**src/rtl/uart_hex_printer_pkg.sv**
```systemverilog
// Shared ASCII constants, FSM state type and helpers for the UART hex printer.
package uart_hex_printer_pkg;

  localparam logic [7:0] CH_0  = 8'h30;
  localparam logic [7:0] CH_A  = 8'h41;
  localparam logic [7:0] CH_X  = 8'h78;
  localparam logic [7:0] CH_CR = 8'h0D;
  localparam logic [7:0] CH_LF = 8'h0A;

  typedef enum logic [2:0] {
    StIdle,
    StLoad,
    StWaitRdy,
    StReq,
    StRel
  } state_e;

  // Uppercase hex digit for one nibble.
  function automatic logic [7:0] hex_ascii(input logic [3:0] nib);
    if (nib < 4'd10) begin
      return CH_0 + {4'h0, nib};
    end
    return CH_A + {4'h0, nib} - 8'd10;
  endfunction

  function automatic int unsigned num_chars(input int unsigned data_w,
                                            input int unsigned prefix_en,
                                            input int unsigned newline_en);
    return ((prefix_en != 0) ? 2 : 0) + data_w / 4 + ((newline_en != 0) ? 2 : 0);
  endfunction

endpackage

```
**src/rtl/uart_hex_printer.sv**
```systemverilog
// Prints each accepted word as ASCII hex ("0x..."+CRLF) over a byte-wide tx_en/tx_ready
// handshake, one character per full request/release cycle.
module uart_hex_printer
  import uart_hex_printer_pkg::*;
#(
  parameter int unsigned DATA_W     = 32,
  parameter int unsigned PREFIX_EN  = 1,
  parameter int unsigned NEWLINE_EN = 1
) (
  input  logic              clk,
  input  logic              rst,
  input  logic [DATA_W-1:0] in_data_i,
  input  logic              in_valid_i,
  output logic              in_ready_o,
  output logic [7:0]        tx_byte_o,
  output logic              tx_en_o,
  input  logic              tx_ready_i,
  output logic              busy_o
);

  localparam int unsigned NPre  = (PREFIX_EN != 0) ? 2 : 0;
  localparam int unsigned NDig  = DATA_W / 4;
  localparam int unsigned NChar = num_chars(DATA_W, PREFIX_EN, NEWLINE_EN);
  localparam int unsigned IdxW  = $clog2(NChar + 1);

  localparam logic [IdxW-1:0] IdxLast = IdxW'(NChar - 1);
  localparam logic [IdxW-1:0] IdxCr   = IdxW'(NPre + NDig);
  localparam logic [IdxW-1:0] IdxLf   = IdxW'(NPre + NDig + 1);

  state_e              state_q;
  logic [DATA_W-1:0]   word_q;
  logic [IdxW-1:0]     idx_q;
  logic [7:0]          tx_byte_q;
  logic                tx_en_q;
  logic                busy_q;

  logic                is_prefix;
  logic                is_cr;
  logic                is_lf;
  logic                is_digit;
  logic [7:0]          cur_char;

  if (PREFIX_EN != 0) begin : g_prefix
    assign is_prefix = (idx_q < IdxW'(2));
  end else begin : g_no_prefix
    assign is_prefix = 1'b0;
  end

  if (NEWLINE_EN != 0) begin : g_newline
    assign is_cr = (idx_q == IdxCr);
    assign is_lf = (idx_q == IdxLf);
  end else begin : g_no_newline
    assign is_cr = 1'b0;
    assign is_lf = 1'b0;
  end

  assign is_digit = ~(is_prefix | is_cr | is_lf);

  // Digits come from the top nibble of the shift register, consumed MSB first.
  always_comb begin
    cur_char = hex_ascii(word_q[DATA_W-1 -: 4]);
    if (is_prefix) begin
      cur_char = idx_q[0] ? CH_X : CH_0;
    end else if (is_cr) begin
      cur_char = CH_CR;
    end else if (is_lf) begin
      cur_char = CH_LF;
    end
  end

  always_ff @(posedge clk or posedge rst) begin
    if (rst) begin
      state_q   <= StIdle;
      word_q    <= '0;
      idx_q     <= '0;
      tx_byte_q <= 8'h00;
      tx_en_q   <= 1'b0;
      busy_q    <= 1'b0;
    end else begin
      unique case (state_q)
        StIdle: begin
          if (in_valid_i) begin
            word_q  <= in_data_i;
            idx_q   <= '0;
            busy_q  <= 1'b1;
            state_q <= StLoad;
          end
        end
        StLoad: begin
          tx_byte_q <= cur_char;
          if (is_digit) begin
            word_q <= word_q << 4;
          end
          state_q <= StWaitRdy;
        end
        StWaitRdy: begin
          if (tx_ready_i) begin
            tx_en_q <= 1'b1;
            state_q <= StReq;
          end
        end
        StReq: begin
          // Only the falling edge of tx_ready matters here; a high glitch is ignored.
          if (!tx_ready_i) begin
            tx_en_q <= 1'b0;
            state_q <= StRel;
          end
        end
        StRel: begin
          if (tx_ready_i) begin
            if (idx_q == IdxLast) begin
              busy_q  <= 1'b0;
              state_q <= StIdle;
            end else begin
              idx_q   <= idx_q + IdxW'(1);
              state_q <= StLoad;
            end
          end
        end
        default: state_q <= StIdle;
      endcase
    end
  end

  assign in_ready_o = (state_q == StIdle);
  assign tx_byte_o  = tx_byte_q;
  assign tx_en_o    = tx_en_q;
  assign busy_o     = busy_q;

endmodule

```
**config.mk**
```make
export PLATFORM = sky130hd
export DESIGN_NAME = uart_hex_printer
export DESIGN_NICKNAME = d
export VERILOG_FILES = /design/src/rtl/uart_hex_printer_pkg.sv /design/src/rtl/uart_hex_printer.sv
export SDC_FILE = /design/constraint.sdc
export NUM_CORES = 1
export LEC_CHECK = 0
export ABC_AREA = 1
export BUFFER_PORTS_ARGS = -buffer_cell sky130_fd_sc_hd__buf_4
export CAP_MARGIN = 10
export CORE_MARGIN = 2
export CORE_UTILIZATION = 32
export CTS_CLUSTER_SIZE = 30
export DETAILED_ROUTE_END_ITERATION = 12
export GPL_TIMING_DRIVEN = 1
export HOLD_SLACK_MARGIN = 0.06
export PLACE_DENSITY_LB_ADDON = 0.2
export SLEW_MARGIN = 20
export SYNTH_ARGS = -nofsm -noshare
export SYNTH_HDL_FRONTEND = slang
export SYNTH_SLANG_ARGS = --single-unit
```
**constraint.sdc**
```tcl
create_clock -name clk -period 3.4 [get_ports clk]
set_input_delay 0.85 -clock clk [delete_from_list [all_inputs] [get_ports clk]]
set_output_delay 0.85 -clock clk [all_outputs]
set_load 0.01 [all_outputs]
```
==> out/metrics.yaml, run 1 <==
rsz0062_at_grt: "no"
r2r_cells: 7
cts.sinks: 48
cts_hold_repair.buffers: 0
critical_path.max_stage_delay_ps: 470
die_h_um: 95.4
dieArea_mm2: 0.00910
netlist_top_cells_area: "dfrtp_1 (45%), nand2_1 (27%), nand3_1 (8.6%), buf_4 (2.2%), inv_1 (2.2%)"
final_antenna_net_count: 0
start_util: 0.327
reg2reg_from: "state_q[2]"
die_w_um: 95.4
switchingPower_mw: 1.19
critical_path_arrival_ps: 2390
worst_pin_slew_ps: 837
setup_viol: 0
place_congestion: 0.806
port_buffers: 45
synth_top_area_cell: "dfrtp_1"
grt.overflow.total: 0
postCtsSetupRepairBufs: 0
reg2reg_slack_ps: 1260
grt_pass1_vias: 2258
path_class: "reg -> reg"
postSynthCellCount: 374
ir_drop_uv: 524
min_path_cells: 2
cp.required_ps: 3650
powerDensity_mw_per_mm2: 828
cts_buffer_depth: 2
internal_power_mw: 1.40
seq_area_frac_synth: 0.449
r2r-end: "word_q[25]"
wl_per_cell_um: 11.8
cp-start-kind: "flip-flop"
wl_um: 6080
finalCritPeriodShare: 0.631
synthesis.nets: 413
leakagePower_nw: 1.75
combPwrFrac: 0.473
slew_viol_final: 0
hold_start: "word_q[27]"
fin_setup_tns_ps: 0
area_growth_pct: 17.3
cts_root_buf: "clkbuf_8"
p_seq_frac: 0.361
final_nets: 449
synth.distinct_cells: 24
n_antenna_cell: 0
fmax_mhz: 466
max-slew-margin-rel: 0.442
clkLatencyLatePin_ps: 310
min_path_type: "reg -> reg"
finalHoldViolCount: 0
cts_resized: 0
synth_warnings: 0
grt_start_max_net_pins: 49
avgSynthCellArea_um2: 7.15
critPathCaptureType: "flip-flop"
drive_above_1_share: 0.161
htree_levels: 2
clk_pin_slew_worst_paths_ps: 90
async_reset_ff_frac: 1.00
first_pass_iters: 7
fin_skew_ps: 15.7
multiInputGateArea_mm2: 0.00126
drt_iter0_drc: 170
grt_pass1_wl_um: 10200
final_core_utilization: 0.384
path_max_fanout: 33
cts_tree: "built"
route.vias.total: 2440
ios: 47
synth_edf_count: 0
fin_crit_ps: 2140
seq_area_mm2: 0.00120
antenna_found_initial: 0
ys.flop_type: "dfrtp_1"
grt_usage: 0.141
switching_share: 0.459
postPlaceCellArea_mm2: 0.00302
vias_per_cell: 4.73
ys_seq_elements: 48
crit_chain: "inv_2, nand3_2, inv_2, nand2_4, nand2_4, nand2_1, nand2_1"
stdcell_area_mm2: 0.00314
cpMaxStageDelayCell: "inv_2"
critPathLaunch: "state_q[2]"
numCtsBuffers: 5
fp-row-count: 33
status: "finished clean"
synth.cell_area_mm2: 0.00267
core_area_mm2: 0.00818
max_cap_viol_count: 0
dp_hpwl_um: 4030
clkPwrFrac: 0.166
drc: 0
crit_path_end: "word_q[25]"
synth_top_area_share: 0.449
nFillCells: 906
## sequential cells by signal, indices dropped and copies added (netlist names)
signal and count:
tx_en_o 1, state_q 3, word_q 32, idx_q 4
tx_byte_o 7, busy_o 1
## per-layer routing
layer	global-route usage	wire (um)	up-vias
li1	-	-	1240
met1	0.201	3020	1141
met2	0.215	2700	51
met3	0.0269	266	8
met4	0.0476	95	0
met5	0	0	-
## cells in the final DEF (no fill, tap or decap), drive strengths merged
cell type / Yosys / layout
ha: 3 / 3
conb: 1 / 1
a21oi: 3 / 3
nand3: 48 / 48
xor2: 1 / 1
nor2: 13 / 13
xnor2: 1 / 1
clkbuf: 0 / 5
dfrtp: 48 / 48
nor3: 2 / 2
nand4: 1 / 1
nand3b: 4 / 4
buf: 17 / 46
nand2: 197 / 197
bufinv: 0 / 1
clkinv: 0 / 1
o21ai: 12 / 12
inv: 21 / 21
clkinvlp: 0 / 1
a2bb2oi: 2 / 2
## metrics by stage
stage,hold WS [ps],cells,power (mW),setup slack (ps)
4_1_cts,482,516,2.62,1240
3_5_place_dp,460,508,2.18,1170
6_report,479,516,2.60,1260
3_3_place_gp,455,508,2.17,1170
2_1_floorplan,442,374,2.00,1410
5_1_grt,508,516,2.86,1050
## worst max-delay path: cells and delay by family, from the launching register on
family	cells	cell delay, ps
and+or+nand+nor	5	1000
buffers and inverters	2	600
DFF	1	460
## cell families (layout without fill, tap and decap cells)
logic type | count (synthesis) | in the layout | share of synthesized area
buffers and inverters | 38 | 75 | 0.0782
DFF | 48 | 48 | 0.449
AOI/OAI and AO/OA | 17 | 17 | 0.0360
adders and majority gates | 3 | 3 | 0.0140
and+or+nand+nor | 265 | 265 | 0.414
other | 1 | 1 | 0.00140
xor gates and xnor gates | 2 | 2 | 0.00656
## area by class of cell
| cell class | count | area share |
|---|---|---|
| Clock inverter | 3 | 0.0148 |
| Multi-Input combinational cell | 288 | 0.403 |
| Clock buffer | 5 | 0.0219 |
| Tap cell | 105 | 0.0419 |
| Inverter | 21 | 0.0255 |
| Sequential cell | 48 | 0.383 |
| Timing Repair Buffer | 46 | 0.110 |
## cells in the mapped netlist, types with 3 or more instances
cell / instances
nand3_1: 46
nand3b_1: 4
ha_1: 3
buf_4: 8
nand2_1: 195
nor2_1: 12
buf_2: 5
inv_1: 16
buf_6: 4
o21ai_0: 11
inv_2: 5
dfrtp_1: 48
## power by group through the flow
| stage | clock network, mW | registers, mW | logic, mW |
|---|---|---|---|
| after global routing | 0.468 | 0.965 | 1.43 |
| after detailed placement | 0 | 0.943 | 1.24 |
| after global placement | 0 | 0.941 | 1.23 |
| after CTS | 0.443 | 0.934 | 1.24 |
| after floorplan | 0 | 0.910 | 1.09 |
| final | 0.431 | 0.936 | 1.23 |
## worst min path at each step
stage | endpoint | slack [ps]
3_3_place_gp | word_q[23] | 450
6_report | word_q[27] | 480
3_5_place_dp | word_q[4] | 460
4_1_cts | word_q[23] | 480
2_1_floorplan | word_q[0] | 440
5_1_grt | word_q[15] | 510
Note: power is estimated with default switching activity, not from simulation.
==> inputs of run 2 (changes only) <==
--- a/config.mk
+++ b/config.mk
@@ -5,7 +5,7 @@
 export SDC_FILE = /design/constraint.sdc
 export NUM_CORES = 1
 export LEC_CHECK = 0
-export ABC_AREA = 1
+export ABC_AREA = 0
 export BUFFER_PORTS_ARGS = -buffer_cell sky130_fd_sc_hd__buf_4
 export CAP_MARGIN = 10
 export CORE_MARGIN = 2
==> constraint.sdc (replaced) <==
create_clock -name clk -period 2 [get_ports clk]
set_input_delay 0.5 -clock clk [delete_from_list [all_inputs] [get_ports clk]]
set_output_delay 0.5 -clock clk [all_outputs]
set_load 0.01 [all_outputs]
==> out/metrics.yaml, run 2 <==
nFillCells: 699  # was 906
fin_crit_ps: 1860  # was 2140 ps
ys_seq_elements: 48  # unchanged
ir_drop_uv: 526  # was 524 uV
seq_area_mm2: 0.00120  # unchanged
finalHoldViolCount: 0  # unchanged
core_area_mm2: 0.00687  # was 0.00818 mm2
ys_top_cells_by_count: "dfrtp_1 (48), a21oi_1 (36), inv_1 (32)"  # was nand2_1 (195), dfrtp_1 (48), nand3_1 (46)
critPathLaunch: "idx_q[0]"  # was state_q[2]
cp.required_ps: 2210  # was 3650 ps
drc: 0  # unchanged
slew_viol_final: 0  # unchanged
final_common_cell: "buf_4"  # was nand2_1
fmax_mhz: 537  # was 466 MHz
synthesis.nets: 276  # was 413
final_core_utilization: 0.427  # was 0.384
fin_skew_ps: 5.94  # was 15.7 ps
synth_top_area_share: 0.522  # was 0.449
netlist_top_cells_area: "dfrtp_1 (52%), a21oi_1 (7.8%), o22ai_1 (7.6%), inv_1 (5.2%), a22o_1 (2.7%)"  # was dfrtp_1 (45%), nand2_1 (27%), nand3_1 (8.6%), buf_4 (2.2%), inv_1 (2.2%)
async_reset_ff_frac: 1.00  # unchanged
wl_per_cell_um: 14.0  # was 11.8 um
setup_viol: 0  # unchanged
drive_above_1_share: 0.259  # was 0.161
rsz0062_at_grt: "no"  # unchanged
min_path_type: "in -> async"  # was reg -> reg
clk_pin_slew_worst_paths_ps: 90  # about the same
synth_warnings: 0  # unchanged
crit_path_end: "word_q[3]"  # was word_q[25]
die_w_um: 88.8  # was 95.4 um
r2r_cells: 7  # unchanged
synth.cell_area_mm2: 0.00230  # was 0.00267 mm2
synth_most_common_cell: "dfrtp_1"  # was nand2_1
n_antenna_cell: 0  # unchanged
leakagePower_nw: 1.42  # was 1.75 nW
switchingPower_mw: 1.31  # was 1.19 mW
path_class: "reg -> reg"  # unchanged
synth.distinct_cells: 36  # was 24
first_pass_iters: 4  # was 7
p_seq_frac: 0.450  # was 0.361
dieArea_mm2: 0.00789  # was 0.00910 mm2
synth_top_area_cell: "dfrtp_1"  # unchanged
grt_pass1_wl_um: 9380  # was 10200 um
final_nets: 328  # was 449
critPathCaptureType: "flip-flop"  # unchanged
avgSynthCellArea_um2: 9.71  # was 7.15 um2
critical_path_arrival_ps: 2070  # was 2390 ps
vias_per_cell: 4.86  # was 4.73
status: "finished clean"  # unchanged
final_antenna_net_count: 0  # unchanged
max-slew-margin-rel: 0.532  # was 0.442
cp-start-kind: "flip-flop"  # unchanged
reg2reg_from: "idx_q[0]"  # was state_q[2]
multiInputGateArea_um2: 901  # was 0.00126 mm2
largest_register: "word_q"  # unchanged
route.vias.total: 1877  # was 2440
wl_um: 5400  # was 6080 um
internal_power_mw: 2.28  # was 1.40 mW
r2r-end: "word_q[3]"  # was word_q[25]
clkLatencyLatePin_ps: 310  # about the same
start_util: 0.335  # was 0.327
antenna_found_initial: 0  # unchanged
total_power_mw: 3.59  # was 2.60 mW
ys.flop_type: "dfrtp_1"  # unchanged
htree_levels: 2  # unchanged
finalCritPeriodShare: 0.931  # was 0.631
numCtsBuffers: 5  # unchanged
worst_pin_slew_ps: 703  # was 837 ps
cts_tree: "built"  # unchanged
combPwrFrac: 0.376  # was 0.473
die_h_um: 88.8  # was 95.4 um
cts_buffer_depth: 2  # unchanged
reg2reg_slack_ps: 140  # was 1260 ps
cts.sinks: 48  # unchanged
fp-row-count: 30  # was 33
place_congestion: 0.760  # was 0.806
dp_hpwl_um: 3600  # was 4030 um
grt_usage: 0.156  # was 0.141
seq_area_frac_synth: 0.522  # was 0.449
grt_pass1_vias: 1879  # was 2258
largest_register_ffs: 32  # unchanged
synth_edf_count: 0  # unchanged
grt_start_max_net_pins: 33  # was 49
grt.overflow.total: 0  # unchanged
path_max_fanout: 32  # was 33
cts_root_buf: "clkbuf_8"  # unchanged
area_growth_pct: 27.4  # was 17.3%
port_buffers: 45  # unchanged
ios: 47  # unchanged
powerDensity_mw_per_mm2: 1230  # was 828 mW/mm2
postSynthCellCount: 237  # was 374
layout_common_cells: "buf_4 (55), dfrtp_1 (48), a21oi_1 (36)"  # was nand2_1 (195), dfrtp_1 (48), nand3_1 (46), buf_4 (46), inv_1 (15)
switching_share: 0.366  # was 0.459
drt_iter0_drc: 108  # was 170
max_cap_viol_count: 0  # unchanged
clkPwrFrac: 0.174  # was 0.166
==> run 2: metal layers <==
| metal | global-route usage | vias up | share of wire |
|---|---|---|---|
| met3 | 0.0354 | 6 | 0.048 |
| met5 | 0 | - | 0 |
| met2 | 0.235 | 50 | 0.47 |
| met4 | 0.0537 | 0 | 0.015 |
| li1 | - | 944 | - |
| met1 | 0.221 | 877 | 0.47 |
==> run 2: area by class of cell <==
class	count	area share
Sequential cell	48	0.410
Multi-Input combinational cell	143	0.307
Timing Repair Buffer	59	0.168
Inverter	32	0.0410
Tap cell	96	0.0410
Clock buffer	6	0.0282
Clock inverter	2	0.00512
==> run 2: cell families after synthesis <==
| kind of cell | count (synthesis) | share of synthesized area |
|---|---|---|
| simple gates | 42 | 0.100 |
| other cells | 1 | 0.00163 |
| mux | 1 | 0.00489 |
| flops | 48 | 0.522 |
| xor+xnor | 1 | 0.00381 |
| fa+ha+maj | 3 | 0.0163 |
| compound gates | 94 | 0.255 |
| buf+inv | 47 | 0.0962 |
==> run 2: worst max-delay path, cell delays in order, from the launching register on <==
cell	delay [ps]
dfrtp_1	400
inv_1	80
ha_1	220
nor3b_2	400
or3_4	240
o21bai_4	60
buf_12	170
a22o_1	180
==> run 2: timing repair <==
action	4_1_cts	5_1_grt
cloned	1	0
setup buffers	0	1
pin swaps	1	1
gates resized for setup	1	0
hold buffers	0	0
endpoints found under the setup margin	28	2
==> run 2: how the worst min path moves through the flow <==
stage	startpoint	end	slack (ps)	cells past startpoint
6_report	rst	state_q[2]	170	2
2_1_floorplan	word_q[0]	word_q[0]	470	1
3_3_place_gp	tx_byte_o[3]	tx_byte_o[3]	470	1
3_5_place_dp	tx_byte_o[3]	tx_byte_o[3]	470	1
5_1_grt	rst	busy_o	190	2
4_1_cts	rst	state_q[2]	180	2
==> run 2: power groups by stage <==
stage | Sequential [mW] | Clock (mW) | Combinational [mW]
after floorplan | 1.57 | 0 | 0.949
after global placement | 1.63 | 0 | 1.33
after detailed placement | 1.64 | 0 | 1.35
after CTS | 1.62 | 0.648 | 1.37
after global routing | 1.68 | 0.695 | 1.56
final | 1.62 | 0.626 | 1.35
==> run 2: metrics by stage <==
stage | cell area [um2] | cells | hold WS, ps | setup slack [ps] | TNS [ps]
global route | 2930 | 386 | 192 | 3.57 | 0
detailed placement | 2790 | 376 | 471 | -143 | -3190
CTS | 2910 | 385 | 183 | 119 | 0
finish | 2930 | 386 | 169 | 138 | 0
floorplan | 2300 | 237 | 467 | 352 | 0
global placement | 2790 | 376 | 469 | -107 | -2400
